File: config.mk
export PLATFORM = sky130hd
export DESIGN_NAME = l2_flush_scanner_flat
export DESIGN_NICKNAME = d
export VERILOG_FILES = /design/src/rtl/l2_types_pkg.sv /design/src/rtl/l2_flush_scanner_if.sv /design/src/rtl/l2_flush_scanner.sv /design/src/flat_wrapper.sv
export SDC_FILE = /design/constraint.sdc
export NUM_CORES = 1
export LEC_CHECK = 0
export CAP_MARGIN = 5
export CORE_MARGIN = 4
export CORE_UTILIZATION = 43
export CTS_CLUSTER_SIZE = 16
export DETAILED_ROUTE_END_ITERATION = 8
export HOLD_SLACK_MARGIN = 0.02
export PLACE_DENSITY_LB_ADDON = 0.08
export RECOVER_POWER = 25
export SYNTH_ARGS = -nofsm -noshare
export SYNTH_HDL_FRONTEND = slang
export SYNTH_SLANG_ARGS = --single-unit
File: constraint.sdc
create_clock -name clk -period 2 [get_ports clk]
set_clock_uncertainty 0.1 [all_clocks]
set_input_delay 0.4 -clock clk [delete_from_list [all_inputs] [get_ports clk]]
set_output_delay 0.4 -clock clk [all_outputs]
set_load 0.01 [all_outputs]
File: src/rtl/l2_types_pkg.sv
// Shared L2 types: flush controller state encoding and default set-index width.
// Latency: n/a (types and constants only).
// Backpressure: n/a.
package l2_types_pkg;

    // Default set-index width for the L2 valid/dirty arrays (16 sets).
    localparam int L2_S_INDEX = 4;

    typedef enum logic [2:0] {
        IDLE  = 3'd0,
        SCAN  = 3'd1,
        WB    = 3'd2,
        CLEAR = 3'd3,
        DONE  = 3'd4
    } flush_state_t;

endpackage

File: src/rtl/l2_flush_scanner_if.sv
// Bundle between the flush scanner and its neighbours: L2 control
// (flush_req/flush_done/busy), the valid/dirty arrays (read and write ports),
// and the L2 datapath writeback handshake (wb_req/wb_ack).
// Latency: n/a (wiring only). Backpressure: wb_ack gates the writeback.
// master = scanner side, slave = environment side (control, arrays, datapath).
interface l2_flush_scanner_if
    import l2_types_pkg::*;
#(
    parameter int S_INDEX = L2_S_INDEX
) ();
    logic               flush_req;
    logic               flush_done;
    logic               busy;
    logic               arr_read;
    logic [S_INDEX-1:0] arr_rindex;
    logic               arr_valid_in;
    logic               arr_dirty_in;
    logic               arr_load;
    logic [S_INDEX-1:0] arr_windex;
    logic               arr_datain;
    logic               wb_req;
    logic [S_INDEX-1:0] wb_index;
    logic               wb_ack;
    logic [S_INDEX:0]   wb_count;

    modport master (
        input  flush_req, arr_valid_in, arr_dirty_in, wb_ack,
        output flush_done, busy, arr_read, arr_rindex, arr_load, arr_windex,
               arr_datain, wb_req, wb_index, wb_count
    );

    modport slave (
        output flush_req, arr_valid_in, arr_dirty_in, wb_ack,
        input  flush_done, busy, arr_read, arr_rindex, arr_load, arr_windex,
               arr_datain, wb_req, wb_index, wb_count
    );
endinterface

File: src/rtl/l2_flush_scanner.sv
// Walks every L2 set on flush_req, writes back each valid+dirty line, then clears its dirty bit.
// Latency: all-clean flush = num_sets cycles to DONE; each dirty line adds 1 + (WB cycles).
// Backpressure: waits indefinitely in WB for wb_ack; flush_req is ignored while busy.
// Ports: clk, rst (async, active-high); bus = l2_flush_scanner_if.master carrying
// the control handshake, array read/write ports and writeback handshake.
module l2_flush_scanner
    import l2_types_pkg::*;
#(
    parameter int s_index = L2_S_INDEX
) (
    input  logic                 clk,
    input  logic                 rst,
    l2_flush_scanner_if.master   bus
);

    localparam logic [s_index-1:0] LAST_IDX = '1;

    flush_state_t       state;
    logic [s_index-1:0] idx;
    logic [s_index:0]   wb_count;

    always_ff @(posedge clk or posedge rst) begin
        if (rst) begin
            state    <= IDLE;
            idx      <= '0;
            wb_count <= '0;
        end else begin
            case (state)
                IDLE: begin
                    if (bus.flush_req) begin
                        state    <= SCAN;
                        idx      <= '0;
                        wb_count <= '0;
                    end
                end
                SCAN: begin
                    if (bus.arr_valid_in && bus.arr_dirty_in) begin
                        // Hold idx so WB and CLEAR address the same set.
                        state <= WB;
                    end else if (idx == LAST_IDX) begin
                        state <= DONE;
                    end else begin
                        idx <= idx + 1'b1;
                    end
                end
                WB: begin
                    if (bus.wb_ack) begin
                        state <= CLEAR;
                    end
                end
                CLEAR: begin
                    wb_count <= wb_count + 1'b1;
                    if (idx == LAST_IDX) begin
                        state <= DONE;
                    end else begin
                        idx   <= idx + 1'b1;
                        state <= SCAN;
                    end
                end
                DONE: begin
                    // idx only wraps here, never by incrementing past the last set.
                    idx   <= '0;
                    state <= IDLE;
                end
                default: begin
                    state <= IDLE;
                end
            endcase
        end
    end

    // Moore decode: outputs depend on state/idx only, so an async reset
    // forces them all low at once (wb_req drops mid-writeback).
    always_comb begin
        bus.busy       = 1'b0;
        bus.flush_done = 1'b0;
        bus.arr_read   = 1'b0;
        bus.arr_rindex = '0;
        bus.arr_load   = 1'b0;
        bus.arr_windex = '0;
        bus.wb_req     = 1'b0;
        bus.wb_index   = '0;
        case (state)
            SCAN: begin
                bus.busy       = 1'b1;
                bus.arr_read   = 1'b1;
                bus.arr_rindex = idx;
            end
            WB: begin
                bus.busy       = 1'b1;
                bus.arr_rindex = idx;
                bus.wb_req     = 1'b1;
                bus.wb_index   = idx;
            end
            CLEAR: begin
                bus.busy       = 1'b1;
                bus.arr_load   = 1'b1;
                bus.arr_windex = idx;
            end
            DONE: begin
                bus.busy       = 1'b1;
                bus.flush_done = 1'b1;
            end
            default: begin
                bus.busy = 1'b0;
            end
        endcase
    end

    // Clearing is the only write this block ever performs.
    assign bus.arr_datain = 1'b0;
    assign bus.wb_count   = wb_count;

endmodule
File: src/flat_wrapper.sv
// flat-port wrapper written by rule: the top's interface ports become plain ports
module l2_flush_scanner_flat import l2_types_pkg::*;
#(
    parameter int s_index = L2_S_INDEX
)
  (clk, rst, bus_flush_req, bus_arr_valid_in, bus_arr_dirty_in, bus_wb_ack, bus_flush_done, bus_busy, bus_arr_read, bus_arr_rindex, bus_arr_load, bus_arr_windex, bus_arr_datain, bus_wb_req, bus_wb_index, bus_wb_count);
  l2_flush_scanner_if bus_i ();
  input  logic clk;
  input  logic rst;
  input wire logic [$bits(bus_i.flush_req)-1:0] bus_flush_req;
  input wire logic [$bits(bus_i.arr_valid_in)-1:0] bus_arr_valid_in;
  input wire logic [$bits(bus_i.arr_dirty_in)-1:0] bus_arr_dirty_in;
  input wire logic [$bits(bus_i.wb_ack)-1:0] bus_wb_ack;
  output wire logic [$bits(bus_i.flush_done)-1:0] bus_flush_done;
  output wire logic [$bits(bus_i.busy)-1:0] bus_busy;
  output wire logic [$bits(bus_i.arr_read)-1:0] bus_arr_read;
  output wire logic [$bits(bus_i.arr_rindex)-1:0] bus_arr_rindex;
  output wire logic [$bits(bus_i.arr_load)-1:0] bus_arr_load;
  output wire logic [$bits(bus_i.arr_windex)-1:0] bus_arr_windex;
  output wire logic [$bits(bus_i.arr_datain)-1:0] bus_arr_datain;
  output wire logic [$bits(bus_i.wb_req)-1:0] bus_wb_req;
  output wire logic [$bits(bus_i.wb_index)-1:0] bus_wb_index;
  output wire logic [$bits(bus_i.wb_count)-1:0] bus_wb_count;
  assign bus_i.flush_req = bus_flush_req;
  assign bus_i.arr_valid_in = bus_arr_valid_in;
  assign bus_i.arr_dirty_in = bus_arr_dirty_in;
  assign bus_i.wb_ack = bus_wb_ack;
  assign bus_flush_done = bus_i.flush_done;
  assign bus_busy = bus_i.busy;
  assign bus_arr_read = bus_i.arr_read;
  assign bus_arr_rindex = bus_i.arr_rindex;
  assign bus_arr_load = bus_i.arr_load;
  assign bus_arr_windex = bus_i.arr_windex;
  assign bus_arr_datain = bus_i.arr_datain;
  assign bus_wb_req = bus_i.wb_req;
  assign bus_wb_index = bus_i.wb_index;
  assign bus_wb_count = bus_i.wb_count;
  l2_flush_scanner #(.s_index(s_index)) u_core (.clk(clk), .rst(rst), .bus(bus_i));
endmodule
==> out/metrics.yaml <==
status: "complete, no violations"
clk_latency_ns: 0.27
fin_total_pwr_mw: 1.602
path_class: "register to output port"
die_area_um2: 2554
cts_max_path_buffers: 2
grt_pass1_wl_um: 2994
clk_pin_slew_ns: 0.07
h-tree-depth: 1
worst-endpoint-required_ns: 1.50
globalRouteMet3Util_pct: 5.341
yosysTopAreaCell: "dfrtp_1"
drtIter0Drc: 10
final_common_cell: "buf_4"
grt_busiest_layer: "met2"
viasPerCell: 4.827
std_cell_rows: 15
drtPass1Iterations: 4
antennaDiodeCount: 0
maxCapViolations: 0
area_growth_pct: 48.87
die_h_um: 50.54
start_util_pct: 45.07
drt_wl_total_um: 1904
die_w_um: 50.54
dpl_cell_area_um2: 1135
post-route-drc-count: 0
syn_inst: 91
via_count: 753
synth_ff_type: "dfrtp_1"
track_usage_pct: 15.78
peakVddDrop_v: 0.0008915
p_comb_share_pct: 62.2
cp.arrival_ns: 1.42
internal_power_mw: 0.9433
ys_warn_count: 0
worst-path-max-fanout: 7
ys_seq_area_share_pct: 38.59
p_leak_nw: 0.5595
numCtsBuffers: 3
maxSlewViolCount: 0
wl_per_cell_um: 12.21
fmax_mhz: 521.1
fin_crit_sh_pct: 95.95
pre_cts_ws_ns: 0.001250
cts_tree: "yes"
hold_viol_final: 0
port_buffers: 27
core_um2: 1727
cp-end-kind: "output port"
synth_edf_count: 0
fin_nets: 141
clock-sinks: 12
cts_root_buf: "clkbuf_4"
layout_setup_ws_ns: 0.08105
swShare_pct: 41.13
powerDensity_nw_per_um2: 1383
switchingPower_mw: 0.6590
rrSetupSlack_ns: 0.27
finalSetupViolations: 0
yosys-top-cells-area: "dfrtp_1 39%, and2_1 8.0%, o21ai_0 3.9%"
antenna_found_initial: 0
use_met2_pct: 29.35
ys_ff_latch: 12
io_pins: 29
drtAntennaViolNets: 0
postLayoutCellArea_um2: 1159
synthDistinctLibCells: 36
grt_overflow: 0
grt_pass1_vias: 704
syn_nets: 99
drive_above_1_share_pct: 25.95
netlist_area_um2: 778.2
fin_crit_ns: 1.919
power_frac_seq_pct: 28.4
utilization_pct: 67.10
hold_path_class: "register to register"
syn_area_per_cell_um2: 8.552
cp-start-kind: "register"
grt_max_degree: 13
power_frac_clock_pct: 9.3
netlist.area_leader.share_pct: 38.59
ctsHoldBuffers: 0
grt_use_met1_pct: 16.82
routabilityCongestion: 0.7791
dpl.hpwl_um: 1495
layout_common_cells: "14 x buf_4, 10 x and2_1, 10 x dfrtp_1"
async_flop_share_pct: 100.0
[worst max-delay path, cell delays in order (launching register included)]
cell and delay (ns):
dfrtp_2 0.45, xnor2_2 0.20, nor2_2 0.07, and2_1 0.15, dlygate4sd2_1 0.28
[synthesized netlist by cell type, types with 2 or more instances]
cell      instances
dfrtp_1          12
and2_1           10
nor2_1            8
nand2_1           7
o21ai_0           6
inv_1             4
nand3_1           4
a21oi_1           3
nor2b_1           3
a211oi_1          2
a22o_1            2
ha_1              2
nand2b_1          2
nor3_1            2
o21ai_1           2
xnor2_1           2
[cells by family after synthesis]
family	Yosys count	synth area share [%]
XOR/XNOR	3	3.377
multiplexers	1	1.447
other	1	0.4819
adder cells (fa/ha/maj)	2	3.215
flip-flops	12	38.59
AO/OA/AOI/OAI	20	17.04
AND/OR/NAND/NOR	43	29.91
buffers and inverters	9	5.947
[layout make-up]
cell class | instances | area [µm²]
Tap cell | 25 | 31.28
Inverter | 5 | 18.77
Fill cell | 163 | 568.0
Multi-Input combinational cell | 70 | 446.7
Timing Repair Buffer | 41 | 336.6
Clock buffer | 3 | 22.52
Sequential cell | 12 | 302.8
[per-layer routing]
metal | part of all wire [%] | wire [µm]
met1 | 42 | 807
met2 | 52 | 999
met3 | 4.1 | 78
met4 | 1.0 | 19
met5 | 0 | 0
[registers in the layout, summed over array words and instances (netlist names)]
register / flops
u_core.bus.wb_count: 5
u_core.idx: 4
u_core.state: 3
[final timing paths]
| kind | from | to | cells past startpoint |
|---|---|---|---|
| min | u_core.bus.wb_count[2]$_DFFE_PP0P_ | u_core.bus.wb_count[2]$_DFFE_PP0P_ | 1 |
| min reg2reg | u_core.bus.wb_count[2]$_DFFE_PP0P_ | u_core.bus.wb_count[2]$_DFFE_PP0P_ | 1 |
| max | u_core.state[0]$_DFFE_PP0P_ | bus_arr_rindex[2] | 4 |
| min in group asynchronous | rst | u_core.bus.wb_count[4]$_DFFE_PP0P_ | 2 |
| max in group asynchronous | rst | u_core.state[0]$_DFFE_PP0P_ | 2 |
| max reg2reg | u_core.state[1]$_DFFE_PP0P_ | u_core.idx[3]$_DFFE_PP0P_ | 6 |
[power groups by stage]
stage,Clock [mW],Combinational (mW),Sequential (mW)
2_1_floorplan,0,0.556,0.440
3_3_place_gp,0,1.01,0.450
3_5_place_dp,0,1.02,0.453
4_1_cts,0.157,0.974,0.450
5_1_grt,0.166,1.09,0.478
6_report,0.149,0.997,0.456
[metrics by stage]
stage                     hold WS [ns]  setup TNS [ns]  cells
after floorplan                 0.1647               0     91
after global placement          0.4095               0    150
after detailed placement        0.4148               0    150
after CTS                       0.3519               0    155
after global routing            0.4583      -0.0008533    156
final                           0.4222               0    156
[timing repair]
| action | 4_1_cts | 5_1_grt |
|---|---|---|
| endpoints found under the hold margin | 0 | 0 |
| pin swaps | 1 | 1 |
| endpoints found under the setup margin | 17 | 12 |
| cloned | 0 | 0 |
| buffers inserted | 2 | 1 |
| gates resized for setup | 22 | 17 |
(Power assumes the default switching activity.)
